==> src/rtl/uart_tx_ctrl.sv <==
// Transmit-side sequencer for tx_module: owns the write FIFO and the data register,
// and launches one character at a time through the tx_start / tx_busy / tx_done handshake.
module uart_tx_ctrl #(
    parameter int MAX_UART_DATA_W = 8,
    parameter int FIFO_ADDR_W     = 4
) (
    input  logic                       clk_i,
    input  logic                       rst_ni,
    input  logic                       ctrl_en_i,
    input  logic                       fifo_en_i,
    input  logic                       wr_en_i,
    input  logic [MAX_UART_DATA_W-1:0] wr_data_i,
    input  logic                       flush_i,
    input  logic                       ovf_clr_i,
    input  logic                       tx_busy_i,
    input  logic                       tx_done_i,
    output logic                       tx_start_o,
    output logic [MAX_UART_DATA_W-1:0] tx_data_o,
    output logic [FIFO_ADDR_W:0]       fifo_count_o,
    output logic                       fifo_empty_o,
    output logic                       fifo_full_o,
    output logic                       overflow_o,
    output logic                       char_done_o,
    output logic [1:0]                 dbg_state_o
);

    localparam int DEPTH = 2 ** FIFO_ADDR_W;
    localparam logic [FIFO_ADDR_W:0]   CNT_ONE = 1;
    localparam logic [FIFO_ADDR_W-1:0] PTR_ONE = 1;

    typedef enum logic [1:0] {
        ST_IDLE  = 2'd0,
        ST_LOAD  = 2'd1,
        ST_START = 2'd2,
        ST_WAIT  = 2'd3
    } state_t;

    state_t                     state_q, state_d;
    logic [MAX_UART_DATA_W-1:0] tx_data_q, tx_data_d;
    logic                       char_done_q, char_done_d;
    logic                       mode_q, mode_d;
    logic                       ovf_q, ovf_d;
    logic [FIFO_ADDR_W-1:0]     wr_ptr_q, wr_ptr_d;
    logic [FIFO_ADDR_W-1:0]     rd_ptr_q, rd_ptr_d;
    logic [FIFO_ADDR_W:0]       count_q, count_d;
    logic [MAX_UART_DATA_W-1:0] mem_q [DEPTH];

    logic in_idle;
    logic mode_eff;
    logic fifo_full;
    logic fifo_empty;
    logic push;
    logic pop;
    logic ovf_set;

    assign in_idle    = (state_q == ST_IDLE);
    // Mode is live in IDLE and frozen for the rest of a character.
    assign mode_eff   = in_idle ? fifo_en_i : mode_q;
    assign fifo_full  = count_q[FIFO_ADDR_W];
    assign fifo_empty = (count_q == '0);

    // Handshake: tx_start_o is a request held high until tx_busy_i acknowledges it;
    // tx_done_i is a single-cycle completion pulse that ends the character.
    always_comb begin
        state_d     = state_q;
        tx_data_d   = tx_data_q;
        char_done_d = 1'b0;
        pop         = 1'b0;
        mode_d      = mode_eff;
        case (state_q)
            ST_IDLE: begin
                if (fifo_en_i) begin
                    if (ctrl_en_i && !fifo_empty && !flush_i) begin
                        state_d = ST_LOAD;
                    end
                end else if (ctrl_en_i && wr_en_i) begin
                    tx_data_d = wr_data_i;
                    state_d   = ST_START;
                end
            end
            ST_LOAD: begin
                if (flush_i) begin
                    state_d = ST_IDLE;
                end else begin
                    pop       = 1'b1;
                    tx_data_d = mem_q[rd_ptr_q];
                    state_d   = ST_START;
                end
            end
            ST_START: begin
                if (tx_busy_i) begin
                    state_d = ST_WAIT;
                end
            end
            ST_WAIT: begin
                if (tx_done_i) begin
                    char_done_d = 1'b1;
                    state_d     = ST_IDLE;
                end
            end
            default: state_d = ST_IDLE;
        endcase
    end

    // A pop in the same cycle frees the head slot, so a push into a full FIFO is accepted.
    always_comb begin
        push    = wr_en_i && mode_eff && !flush_i && (!fifo_full || pop);
        ovf_set = wr_en_i && ((mode_eff && !flush_i && fifo_full && !pop) ||
                              (!mode_eff && !(in_idle && ctrl_en_i)));

        wr_ptr_d = wr_ptr_q;
        rd_ptr_d = rd_ptr_q;
        count_d  = count_q;
        if (flush_i) begin
            rd_ptr_d = wr_ptr_q;
            count_d  = '0;
        end else begin
            if (push) begin
                wr_ptr_d = wr_ptr_q + PTR_ONE;
            end
            if (pop) begin
                rd_ptr_d = rd_ptr_q + PTR_ONE;
            end
            case ({push, pop})
                2'b10:   count_d = count_q + CNT_ONE;
                2'b01:   count_d = count_q - CNT_ONE;
                default: count_d = count_q;
            endcase
        end

        ovf_d = ovf_q;
        if (ovf_clr_i) begin
            ovf_d = 1'b0;
        end
        if (ovf_set) begin
            ovf_d = 1'b1;
        end
    end

    always_ff @(posedge clk_i or negedge rst_ni) begin
        if (!rst_ni) begin
            state_q     <= ST_IDLE;
            tx_data_q   <= '0;
            char_done_q <= 1'b0;
            mode_q      <= 1'b0;
            ovf_q       <= 1'b0;
            wr_ptr_q    <= '0;
            rd_ptr_q    <= '0;
            count_q     <= '0;
        end else begin
            state_q     <= state_d;
            tx_data_q   <= tx_data_d;
            char_done_q <= char_done_d;
            mode_q      <= mode_d;
            ovf_q       <= ovf_d;
            wr_ptr_q    <= wr_ptr_d;
            rd_ptr_q    <= rd_ptr_d;
            count_q     <= count_d;
        end
    end

    // Storage needs no reset: count gates every read.
    always_ff @(posedge clk_i) begin
        if (push) begin
            mem_q[wr_ptr_q] <= wr_data_i;
        end
    end

    assign tx_start_o   = (state_q == ST_START);
    assign tx_data_o    = tx_data_q;
    assign fifo_count_o = count_q;
    assign fifo_empty_o = fifo_empty;
    assign fifo_full_o  = fifo_full;
    assign overflow_o   = ovf_q;
    assign char_done_o  = char_done_q;
    assign dbg_state_o  = state_q;

endmodule

==> config.mk <==
export PLATFORM = sky130hd
export DESIGN_NAME = uart_tx_ctrl
export DESIGN_NICKNAME = d
export VERILOG_FILES = /design/src/rtl/uart_tx_ctrl.sv
export SDC_FILE = /design/constraint.sdc
export NUM_CORES = 1
export LEC_CHECK = 0
export ABC_AREA = 1
export CORE_MARGIN = 4
export CORE_UTILIZATION = 40
export CTS_BUF_LIST = sky130_fd_sc_hd__clkbuf_16
export DETAILED_ROUTE_END_ITERATION = 8
export GPL_TIMING_DRIVEN = 0
export REMOVE_ABC_BUFFERS = 1
export SYNTH_ARGS = -nofsm -noshare
export SYNTH_HDL_FRONTEND = slang
export SYNTH_SLANG_ARGS = --single-unit
==> constraint.sdc <==
create_clock -name clk_i -period 6 [get_ports clk_i]
set_input_delay 1.2 -clock clk_i [delete_from_list [all_inputs] [get_ports clk_i]]
set_output_delay 1.2 -clock clk_i [all_outputs]
set_load 0.005 [all_outputs]
Yosys cells after proc, flatten, opt, wreduce, memory -nomap -nowiden
Memory sizes are Yosys's and may differ from the RTL's.
Index checks and enable logic that the tools add are counted.
{"block": "totals", "wordCells": 79, "latch_bits": 0, "n_memories": 1, "regBits": 26, "ramBits": 128, "romBits": 0}
{"block": "classes", "shift": 0, "n_div": 0, "magnitude_cmp": 0, "bitwise_logic": 1, "muxes": 24, "n_eq_ne": 12, "multipliers": 0, "add_sub_neg": 4, "n_reduce_logical": 29}
{"name": "mem_q", "words": 16, "word_bits": 8, "rd": 1, "rd_ports_with_merged_regs": 0, "wr": 1, "line": "46", "source": "logic [MAX_UART_DATA_W-1:0] mem_q [DEPTH];"}
{"operator": "2-to-1 mux 8 bit", "count": 3}
{"operator": "case mux 8 bit (2 select lines)", "count": 1}
{"operator": "logical AND 1 bit", "count": 12}
{"operator": "2-to-1 mux 2 bit", "count": 6}
{"operator": "case mux 5 bit (2 select lines)", "count": 1}
{"operator": "2-to-1 mux 1 bit", "count": 9}
{"operator": "adder 4 x 1 -> 4 bit (second input constant)", "count": 2}
{"operator": "2-to-1 mux 4 bit", "count": 2}
{"operator": "inequality test 2 bit (second input constant)", "count": 4}
{"operator": "case mux 2 bit (4 select lines)", "count": 1}
{"operator": "AND reduction 4 bit", "count": 2}
{"operator": "== test 2 bit (second input constant)", "count": 3}
{"operator": "logical NOT 1 bit", "count": 6}
{"operator": "inequality test 3 x 2 -> 1 bit (second input constant)", "count": 2}
{"operator": "nonzero test 2 bit", "count": 3}
{"operator": "adder 5 x 1 -> 5 bit (second input constant)", "count": 1}
{"operator": "logical NOT 5 bit", "count": 1}
{"operator": "2-to-1 mux 5 bit", "count": 1}
{"operator": "subtractor 5 x 1 -> 5 bit (second input constant)", "count": 1}
{"operator": "== test 2 x 1 -> 1 bit (second input constant)", "count": 2}
{"operator": "nonzero test 3 bit", "count": 1}
{"operator": "logical NOT 2 bit", "count": 1}
{"operator": "logical OR 1 bit", "count": 2}
{"operator": "inequality test 2 x 1 -> 1 bit (second input constant)", "count": 1}
{"operator": "other kinds (2)", "count": 2}

Depth between registers and ports, before layout
Gate-level depths: netlist (run 1).
{"block": "depth", "word_depth": 8, "ltp_mapped": 18, "mapped_depth_nobuf": 18}

Least setup slack after synthesis (run 1)
OpenSTA, ideal clock, no wires.
{"block": "synth_timing", "path_kind": "input to register", "startpoint": "in flush_i", "endpoint": "mem mem_q[11][0] (enable)", "stages": 7, "slack_ps": 3296, "setup_ps": 370, "required_time_ps": 5630, "arrival_time_ps": 2334, "cell_sequence": "inv_2 nand3_2 a21oi_4 nand2_4 inv_1 nand2_1 nor2_1"}
{"block": "synth_via", "elab_chain_cells": 6, "word_cells_on_any_way": 8}
{"item": "from (decl)", "line": "13", "source": "input logic flush_i,"}
{"item": "2-to-1 mux 1 bit", "line": "82", "source": "if (flush_i) begin"}
{"item": "2-to-1 mux 1 bit", "line": "70", "source": "case (state_q)"}
{"item": "logical OR 1 bit", "line": "107", "source": "push = wr_en_i && mode_eff && !flush_i && (!fifo_full || pop);"}
{"item": "logical AND 1 bit (*)", "line": "107"}
{"item": "2-to-1 mux 1 bit (*)", "line": "164", "source": "if (push) begin"}
{"item": "2-to-1 mux 1 bit (not written as such) (*)", "line": "165", "source": "mem_q[wr_ptr_q] <= wr_data_i;"}
{"item": "to (decl)", "line": "46"}
Mark *: on every way between the ends. The rest lies on a longest branch, timed or not.

Worst setup path after layout (run 1)
{"block": "layout_timing", "startpoint": "in flush_i", "endpoint": "mem mem_q[14][3] (enable)"}
Same word-level chain as after synthesis.

==> results of run 1 <==
## layout by cell type (no fill, tap or decap), types with 2 or more instances in the layout
cell type / n
sky130_fd_sc_hd__ha_1: 7
sky130_fd_sc_hd__o21ai_0: 61
sky130_fd_sc_hd__nor3_1: 4
sky130_fd_sc_hd__inv_2: 9
sky130_fd_sc_hd__o211ai_1: 6
sky130_fd_sc_hd__edfxtp_1: 128
sky130_fd_sc_hd__inv_6: 2
sky130_fd_sc_hd__clkdlybuf4s50_1: 35
sky130_fd_sc_hd__nand3_2: 2
sky130_fd_sc_hd__nand3_1: 26
sky130_fd_sc_hd__nand2_1: 126
sky130_fd_sc_hd__inv_8: 3
sky130_fd_sc_hd__clkinv_4: 5
sky130_fd_sc_hd__o22ai_1: 8
sky130_fd_sc_hd__a31oi_1: 2
sky130_fd_sc_hd__nor2_1: 67
sky130_fd_sc_hd__o21ai_1: 17
sky130_fd_sc_hd__nand2_4: 2
sky130_fd_sc_hd__nor2_2: 3
sky130_fd_sc_hd__dfrtp_1: 25
sky130_fd_sc_hd__inv_1: 27
sky130_fd_sc_hd__clkinvlp_4: 2
sky130_fd_sc_hd__a21oi_1: 29
sky130_fd_sc_hd__clkbuf_16: 17
sky130_fd_sc_hd__xor2_1: 6
sky130_fd_sc_hd__nand2_2: 5
## routing by layer
layer / GRT usage [%] / part of all wire [%] / vias to the layer above
met2: 28.6 / 50 / 93
met1: 22.9 / 44 / 2189
li1: - / - / 2144
met3: 4.23 / 4.5 / 15
met5: 0 / 0 / -
met4: 5.66 / 1.4 / 0
## Yosys cell counts (2+ instances only)
cell                       count  area share (%)
sky130_fd_sc_hd__a21oi_1      29             2.2
sky130_fd_sc_hd__a31oi_1       2            0.19
sky130_fd_sc_hd__buf_2        12            0.91
sky130_fd_sc_hd__clkbuf_1     11            0.62
sky130_fd_sc_hd__dfrtp_1      26             9.8
sky130_fd_sc_hd__edfxtp_1    128              58
sky130_fd_sc_hd__ha_1          7             1.3
sky130_fd_sc_hd__inv_1        27             1.5
sky130_fd_sc_hd__inv_2         9            0.51
sky130_fd_sc_hd__nand2_1     126             7.2
sky130_fd_sc_hd__nand2_2       5            0.47
sky130_fd_sc_hd__nand2_4       2            0.34
sky130_fd_sc_hd__nand3_1      26             2.0
sky130_fd_sc_hd__nand3_2       2            0.30
sky130_fd_sc_hd__nor2_1       67             3.8
sky130_fd_sc_hd__nor2_2        3            0.28
sky130_fd_sc_hd__nor3_1        4            0.30
sky130_fd_sc_hd__o211ai_1      6            0.68
sky130_fd_sc_hd__o21ai_0      61             4.6
sky130_fd_sc_hd__o21ai_1      17             1.3
sky130_fd_sc_hd__o22ai_1       8            0.76
sky130_fd_sc_hd__xor2_1        6            0.80
## power groups by stage
| stage | logic, uW | clock network (uW) | registers [uW] |
|---|---|---|---|
| 2_1_floorplan | 680 | 0 | 1430 |
| 3_3_place_gp | 1090 | 0 | 1510 |
| 3_5_place_dp | 1160 | 0 | 1460 |
| 4_1_cts | 1170 | 1060 | 1440 |
| 5_1_grt | 1310 | 1120 | 1460 |
| 6_report | 1160 | 1040 | 1440 |
## cells by family (layout without fill, tap and decap cells)
| family | count (synthesis) | after routing |
|---|---|---|
| AO/OA/AOI/OAI | 132 | 132 |
| XOR/XNOR | 6 | 6 |
| adder cells (fa/ha/maj) | 7 | 7 |
| buffers and inverters | 60 | 105 |
| flip-flops | 154 | 154 |
| AND/OR/NAND/NOR | 238 | 238 |
## through the flow
stage / util, % / worst slack, ps / total power (uW)
floorplan: - / 3270 / 2110
CTS: 48.2 / 2570 / 3670
finish: 48.2 / 2590 / 3650
global route: 48.2 / 2370 / 3880
detailed placement: 44.5 / 2110 / 2620
global placement: 44.4 / 1670 / 2590
## critical path: stages
cell                              delay [ps]
sky130_fd_sc_hd__clkdlybuf4s50_1         560
sky130_fd_sc_hd__inv_2                   180
sky130_fd_sc_hd__nand3_2                 160
sky130_fd_sc_hd__a21oi_4                 180
sky130_fd_sc_hd__nand2_4                 120
sky130_fd_sc_hd__inv_1                   170
sky130_fd_sc_hd__nand2_1                 170
sky130_fd_sc_hd__nor2_1                  710
## area by class of cell
type	instances	area, sq um	area share (%)
Clock inverter	15	161	2.09
Multi-Input combinational cell	383	1870	24.2
Tap cell	216	270	3.49
Clock buffer	17	425	5.50
Timing Repair Buffer	37	375	4.85
Inverter	36	135	1.75
Sequential cell	154	4500	58.1
## state kept, by name, indices dropped and copies added, names as in the netlist
name,flops
char_done_o,1
rd_ptr_q,4
overflow_o,1
wr_ptr_q,4
dbg_state_o,2
mode_q,1
fifo_count_o,5
mem_q,128
tx_data_o,8
## final timing paths
check / from / endpoint / slack (ps) / cells past startpoint
min in group asynchronous: rst_ni / overflow_o$_DFFE_PN0P_ / 790 / 1
hold / removal: tx_data_o[2]$_DFFE_PN0P_ / tx_data_o[2]$_DFFE_PN0P_ / 500 / 2
setup reg to reg: rd_ptr_q[1]$_DFFE_PN0P_ / tx_data_o[6]$_DFFE_PN0P_ / 2980 / 7
setup / recovery: flush_i / mem_q[14][3]$_DFFE_PP_ / 2590 / 8
max in group asynchronous: rst_ni / rd_ptr_q[0]$_DFFE_PN0P_ / 4760 / 1
hold reg to reg: tx_data_o[2]$_DFFE_PN0P_ / tx_data_o[2]$_DFFE_PN0P_ / 500 / 2
==> PnR_summary.wiki, run 1 <==
{| class="wikitable"
! Metric !! Value
|-
| Placed inst area || 7150 sq um
|-
| Number of I/O pins || 37
|-
| Maximum net fanout on the critical path || 8
|-
| Critical Path RT || 6050 ps
|-
| Number of buffers between clock root and the deepest sink || 2
|-
| DRC marker count from the first detailed-route iteration || 331
|-
| Global-route wire length before repair || 24200 um
|-
| Internal Power || 2280 uW
|-
| Worst path arrival time || 3460 ps
|-
| CTS tree || done
|-
| Setup total negative slack || 0 ps
|-
| Final Skew || 4.41 ps
|-
| Clock buffer count from CTS || 17
|-
| Initial antenna violation count || 0
|-
| Yosys reg bits || 154
|-
| Quantity of hold-fixing buffers added after cts || 0
|-
| Number of cells produced by synthesis || 597
|-
| Placed cell count || 826
|-
| Total congestion overflow || 0
|-
| Share of synthesized area spent on multiplexers || 0%
|-
| Overall routing resource usage || 17.4%
|-
| Filler instances || 1432
|-
| Total Nets Final || 653
|-
| Comb power frac || 31.9%
|-
| Syn Area/Cell || 11.1 sq um
|-
| Total Wirelength || 15300 um
|-
| Post-route non-filler standard cell count || 858
|-
| Count of final max-slew check failures || 0
|-
| Effective utilization at floorplan || 41.2%
|-
| Fraction of final layout cells sized beyond drive strength 1 || 9.50%
|-
| Slew of the pin with the lowest slew margin || 1300 ps
|-
| Total of endpoints with negative setup slack in the final report || 0
|-
| Site Rows || 46
|-
| Final critical delay including setup and external delays || 3410 ps
|-
| Warnings, synthesis || 0
|-
| Setup repair after global routing missed its margin || false
|-
| Area added between synthesis and finish || 17.0%
|-
| Number of levels the H-tree was split into || 4
|-
| Reg power frac || 39.5%
|-
| First-pass DRT Iterations || 5
|-
| Vert. Die Dim || 137 um
|-
| Number of flops mapped to enable cells by yosys || 128
|-
| Fin area || 7730 sq um
|-
| Achievable frequency || 293 MHz
|-
| Post-synthesis share of cell area spent on full adders, half adders and majority gates || 1.33%
|-
| Switching part of the total power || 37.4%
|-
| Vias in the first global route || 4334
|-
| PostCTS Resize Cnt || 0
|-
| Run status || finished, final reports clean
|-
| Max-cap violations || 0
|-
| Synth cell types || 35
|-
| Routability cong. || 0.836
|-
| Clock Latency Late Sink || 420 ps
|-
| Combinational family with the most area after synthesis || simple AND/OR/NAND/NOR gates
|-
| DP HPWL || 9510 um
|-
| Die area || 18600 sq um
|-
| Slew headroom || 13.1%
|-
| Total number of vias || 4441
|-
| Floorplan die width || 137 um
|-
| Peak supply drop || 0.000212 V
|-
| Worst-path clk slew || 70 ps
|-
| Power per cell area || 471 nW/um^2
|-
| Largest net degree at the start of global routing || 65
|-
| Post-detailed-route DRC marker count || 0
|-
| Number of routed nets with antenna violations || 0
|-
| Most instantiated flip-flop cell in the synthesis netlist || sky130_fd_sc_hd__edfxtp_1
|-
| Antenna cell count || 0
|-
| Fraction of synthesis flops using an asynchronous set or reset pin || 16.9%
|-
| Number of I/O port buffers || 36
|-
| Routed via count divided by cell count || 5.18
|-
| Fraction of power consumed by the clock network || 28.6%
|-
| Routed wire length per instance || 17.8 um
|-
| CP startpoint kind || input pin
|-
| Simple-gate share of the synthesized area || 15.0%
|-
| Synthesized-area fraction occupied by xor and xnor cells || 0.795%
|-
| Portion of the clock cycle consumed by the worst path in the final layout || 56.9%
|-
| Post-CTS Setup Repair Bufs || 0
|-
| Leakage power summed over all cells || 0.00283 uW
|-
| Clock root buffer || sky130_fd_sc_hd__clkbuf_16
|-
| Class of the worst hold path || reg -> reg
|-
| Sequential share of the synthesized area || 68.0%
|-
| Number of sinks handled by clock tree synthesis || 154
|-
| Fin Hold WS || 504 ps
|-
| Summed instance area of the synthesized netlist || 6610 sq um
|-
| Final hold violations || 0
|-
| Critical path class || in -> reg
|-
| Core Box Area || 16100 sq um
|-
| Worst Setup End Kind || flip-flop
|-
| Switching power total || 1360 uW
|-
| Synthesized-area fraction occupied by ao, oa, aoi and oai cells || 11.2%
|}
(Power assumes the default switching activity.)
==> run 2, diff against run 1 <==
==> constraint.sdc (replaced) <==
create_clock -name clk_i -period 3.1 [get_ports clk_i]
set_input_delay 0.62 -clock clk_i [delete_from_list [all_inputs] [get_ports clk_i]]
set_output_delay 0.62 -clock clk_i [all_outputs]
set_load 0.005 [all_outputs]
==> PnR_summary.wiki, run 2 (same netlist as run 1, synthesis figures left out) <==
{| class="wikitable"
! Metric !! Value
|-
| Max stage delay on crit path || 710 ps (about the same)
|-
| Core Box Area || 16100 sq um (unchanged)
|-
| Leading cell types in the layout, fill and taps excluded || 128 x sky130_fd_sc_hd__edfxtp_1, 126 x sky130_fd_sc_hd__nand2_1, 67 x sky130_fd_sc_hd__nor2_1, 61 x sky130_fd_sc_hd__o21ai_0, 35 x sky130_fd_sc_hd__clkdlybuf4s50_1
|-
| Worst R2R Setup Slack || 390 ps (-2590 ps)
|-
| Worst path arrival time || 2880 ps (-580 ps)
|-
| Global Route met2 Usage || 28.6% (unchanged)
|-
| Final critical delay including setup and external delays || 2830 ps
|-
| Setup total negative slack || 0 ps (unchanged)
|-
| Routability cong. || 0.836 (unchanged)
|-
| Global-route wire length before repair || 24200 um (unchanged)
|-
| Filler instances || 1431 (-0.070%)
|-
| Leakage power summed over all cells || 0.00283 uW (about the same)
|-
| Initial antenna violation count || 0 (unchanged)
|-
| Kind of cell adding the most delay to the critical path || simple AND/OR/NAND/NOR gates
|-
| Number of buffers between clock root and the deepest sink || 2 (unchanged)
|-
| Class of the worst hold path || in -> async
|-
| Flip-flop count of the largest register, all copies and words added || 128 (unchanged)
|-
| Total Wirelength || 15300 um (-0.14%)
|-
| Post-Place Worst Slack || -215 ps (-2320 ps)
|-
| Clock buffer count from CTS || 17 (unchanged)
|-
| Critical path class || in -> reg
|-
| First-pass DRT Iterations || 5 (unchanged)
|-
| Post-detailed-route DRC marker count || 0 (unchanged)
|-
| Run status || finished, final reports clean
|-
| Routed via count divided by cell count || 5.17 (-0.14%)
|-
| Achievable frequency || 353 MHz
|-
| Die area || 18600 sq um (unchanged)
|-
| Clock root buffer || sky130_fd_sc_hd__clkbuf_16
|-
| DRC marker count from the first detailed-route iteration || 331 (unchanged)
|-
| GR Layer Usage met3 || 4.23% (unchanged)
|-
| Worst-path clk slew || 70 ps (about the same)
|-
| Clock Latency Late Sink || 420 ps (about the same)
|-
| Slew of the pin with the lowest slew margin || 1150 ps (-156 ps)
|-
| Vert. Die Dim || 137 um (unchanged)
|-
| Post-CTS Setup Repair Bufs || 0 (unchanged)
|-
| Crit path cell chain || clkdlybuf4s50_1 > inv_2 > nand3_2 > a21oi_4 > nand2_4 > inv_1 > nand2_1 > nor2_1
|-
| Standard cell with the maximum stage delay on the critical path || sky130_fd_sc_hd__nor2_1
|-
| Most used routing layer || met2
|-
| Power per cell area || 911 nW/um^2 (+93%)
|-
| Effective utilization at floorplan || 41.2% (unchanged)
|-
| Routed wire length per instance || 17.8 um (-0.14%)
|-
| Site Rows || 46 (unchanged)
|-
| DP HPWL || 9510 um (unchanged)
|-
| Met1 track utilization from global routing || 22.9% (unchanged)
|-
| Portion of the clock cycle consumed by the worst path in the final layout || 91.3%
|-
| Antenna cell count || 0 (unchanged)
|-
| CTS tree || done
|-
| Setup slack after layout || 269 ps (-2320 ps)
|-
| Area added between synthesis and finish || 17.0% (about the same)
|-
| Final Skew || 3.91 ps (-0.499 ps)
|-
| Max-cap violations || 0 (unchanged)
|-
| Largest Register || mem_q
|-
| Number of levels the H-tree was split into || 4 (unchanged)
|-
| Slew headroom || 23.5% (+10 points)
|-
| Largest net degree at the start of global routing || 65 (unchanged)
|-
| Setup repair after global routing missed its margin || false
|-
| Number of sinks handled by clock tree synthesis || 154 (unchanged)
|-
| CP startpoint kind || input pin
|-
| Number of I/O pins || 37 (unchanged)
|-
| Post-route non-filler standard cell count || 858 (unchanged)
|-
| Total of endpoints with negative setup slack in the final report || 0 (unchanged)
|-
| Worst path bufs/invs || 3 (unchanged)
|-
| Peak supply drop || 0.000410 V (+93%)
|-
| Vias in the first global route || 4334 (unchanged)
|-
| Number of cells on the worst reg-to-reg path || 10 (+3)
|-
| Total Nets Final || 653 (unchanged)
|-
| Reg-to-Reg End || tx_data_o[2]$_DFFE_PN0P_
|-
| Final hold violations || 0 (unchanged)
|-
| Placed cell count || 826 (unchanged)
|-
| R2R Path Start || rd_ptr_q[0]$_DFFE_PN0P_
|-
| Total congestion overflow || 0 (unchanged)
|-
| Most common cell after layout, fill and taps aside || sky130_fd_sc_hd__edfxtp_1
|-
| Overall routing resource usage || 17.4% (unchanged)
|-
| Fraction of final layout cells sized beyond drive strength 1 || 9.66% (+0.16 points)
|-
| Maximum net fanout on the critical path || 8 (unchanged)
|-
| Worst Setup End Kind || flip-flop
|-
| Critical Path RT || 3150 ps (-2900 ps)
|-
| Total number of vias || 4435 (-0.14%)
|-
| Number of I/O port buffers || 36 (unchanged)
|-
| Floorplan die width || 137 um (unchanged)
|-
| Number of routed nets with antenna violations || 0 (unchanged)
|-
| Count of final max-slew check failures || 0 (unchanged)
|}
## run 2: metal layers
layer,vias to the layer above,part of all wire [%]
met4,0,1.4
met2,91,50
met5,-,0
met1,2185,44
li1,2144,-
met3,15,4.4
## run 2: worst max-delay path by stage
stage,startpoint,to,slack (ps),cells past startpoint
floorplan,rd_ptr_q[0]$_DFFE_PN0P_,tx_data_o[1]$_DFFE_PN0P_,370,9
finish,flush_i,mem_q[14][3]$_DFFE_PP_,270,8
detailed placement,flush_i,mem_q[15][3]$_DFFE_PP_,-210,8
CTS,rd_ptr_q[1]$_DFFE_PN0P_,tx_data_o[4]$_DFFE_PN0P_,130,7
global route,flush_i,mem_q[7][0]$_DFFE_PP_,50,8
global placement,rd_ptr_q[0]$_DFFE_PN0P_,tx_data_o[6]$_DFFE_PN0P_,-1230,7
## run 2: worst register-to-register path, stage by stage, from the launching register on
cell and delay [ps]:
sky130_fd_sc_hd__dfrtp_2 520, sky130_fd_sc_hd__buf_12 240, sky130_fd_sc_hd__inv_2 860, sky130_fd_sc_hd__nand2_1 150, sky130_fd_sc_hd__nand3_1 130, sky130_fd_sc_hd__nand2_1 60, sky130_fd_sc_hd__a21oi_1 200, sky130_fd_sc_hd__o21ai_0 170
sky130_fd_sc_hd__nand2_1 120, sky130_fd_sc_hd__a21oi_1 60, sky130_fd_sc_hd__o21ai_1 140
## run 2: area by class of cell
cell class / instances / area, sq um / area share (%)
sequential: 154 / 4500 / 58.1
tap: 216 / 270 / 3.49
timing repair buffer: 37 / 375 / 4.85
clock buffer: 17 / 425 / 5.50
inverter: 36 / 135 / 1.75
multi-input combinational: 383 / 1870 / 24.2
clock inverter: 15 / 161 / 2.09
## run 2: metrics by stage
| stage | total power [uW] | instance area, sq um | util (%) | hold slack, ps |
|---|---|---|---|---|
| after CTS | 7100 | 7740 | 48.2 | 508 |
| after global placement | 5010 | 7130 | 44.4 | 489 |
| after floorplan | 4090 | 6500 | - | 324 |
| after global routing | 7510 | 7730 | 48.2 | 239 |
| after detailed placement | 5070 | 7150 | 44.5 | 490 |
| final | 7050 | 7730 | 48.2 | 212 |
## run 2: timing repair
item / in CTS / in global routing
setup endpoints to repair: 0 / 5
gates resized for setup: 0 / 1
hold buffers: 0 / 0
## run 2: report_power, final
group          switching (uW)  internal [uW]
clock                     885           1140
sequential                318           2470
combinational            1430            815
total                    2630           4420
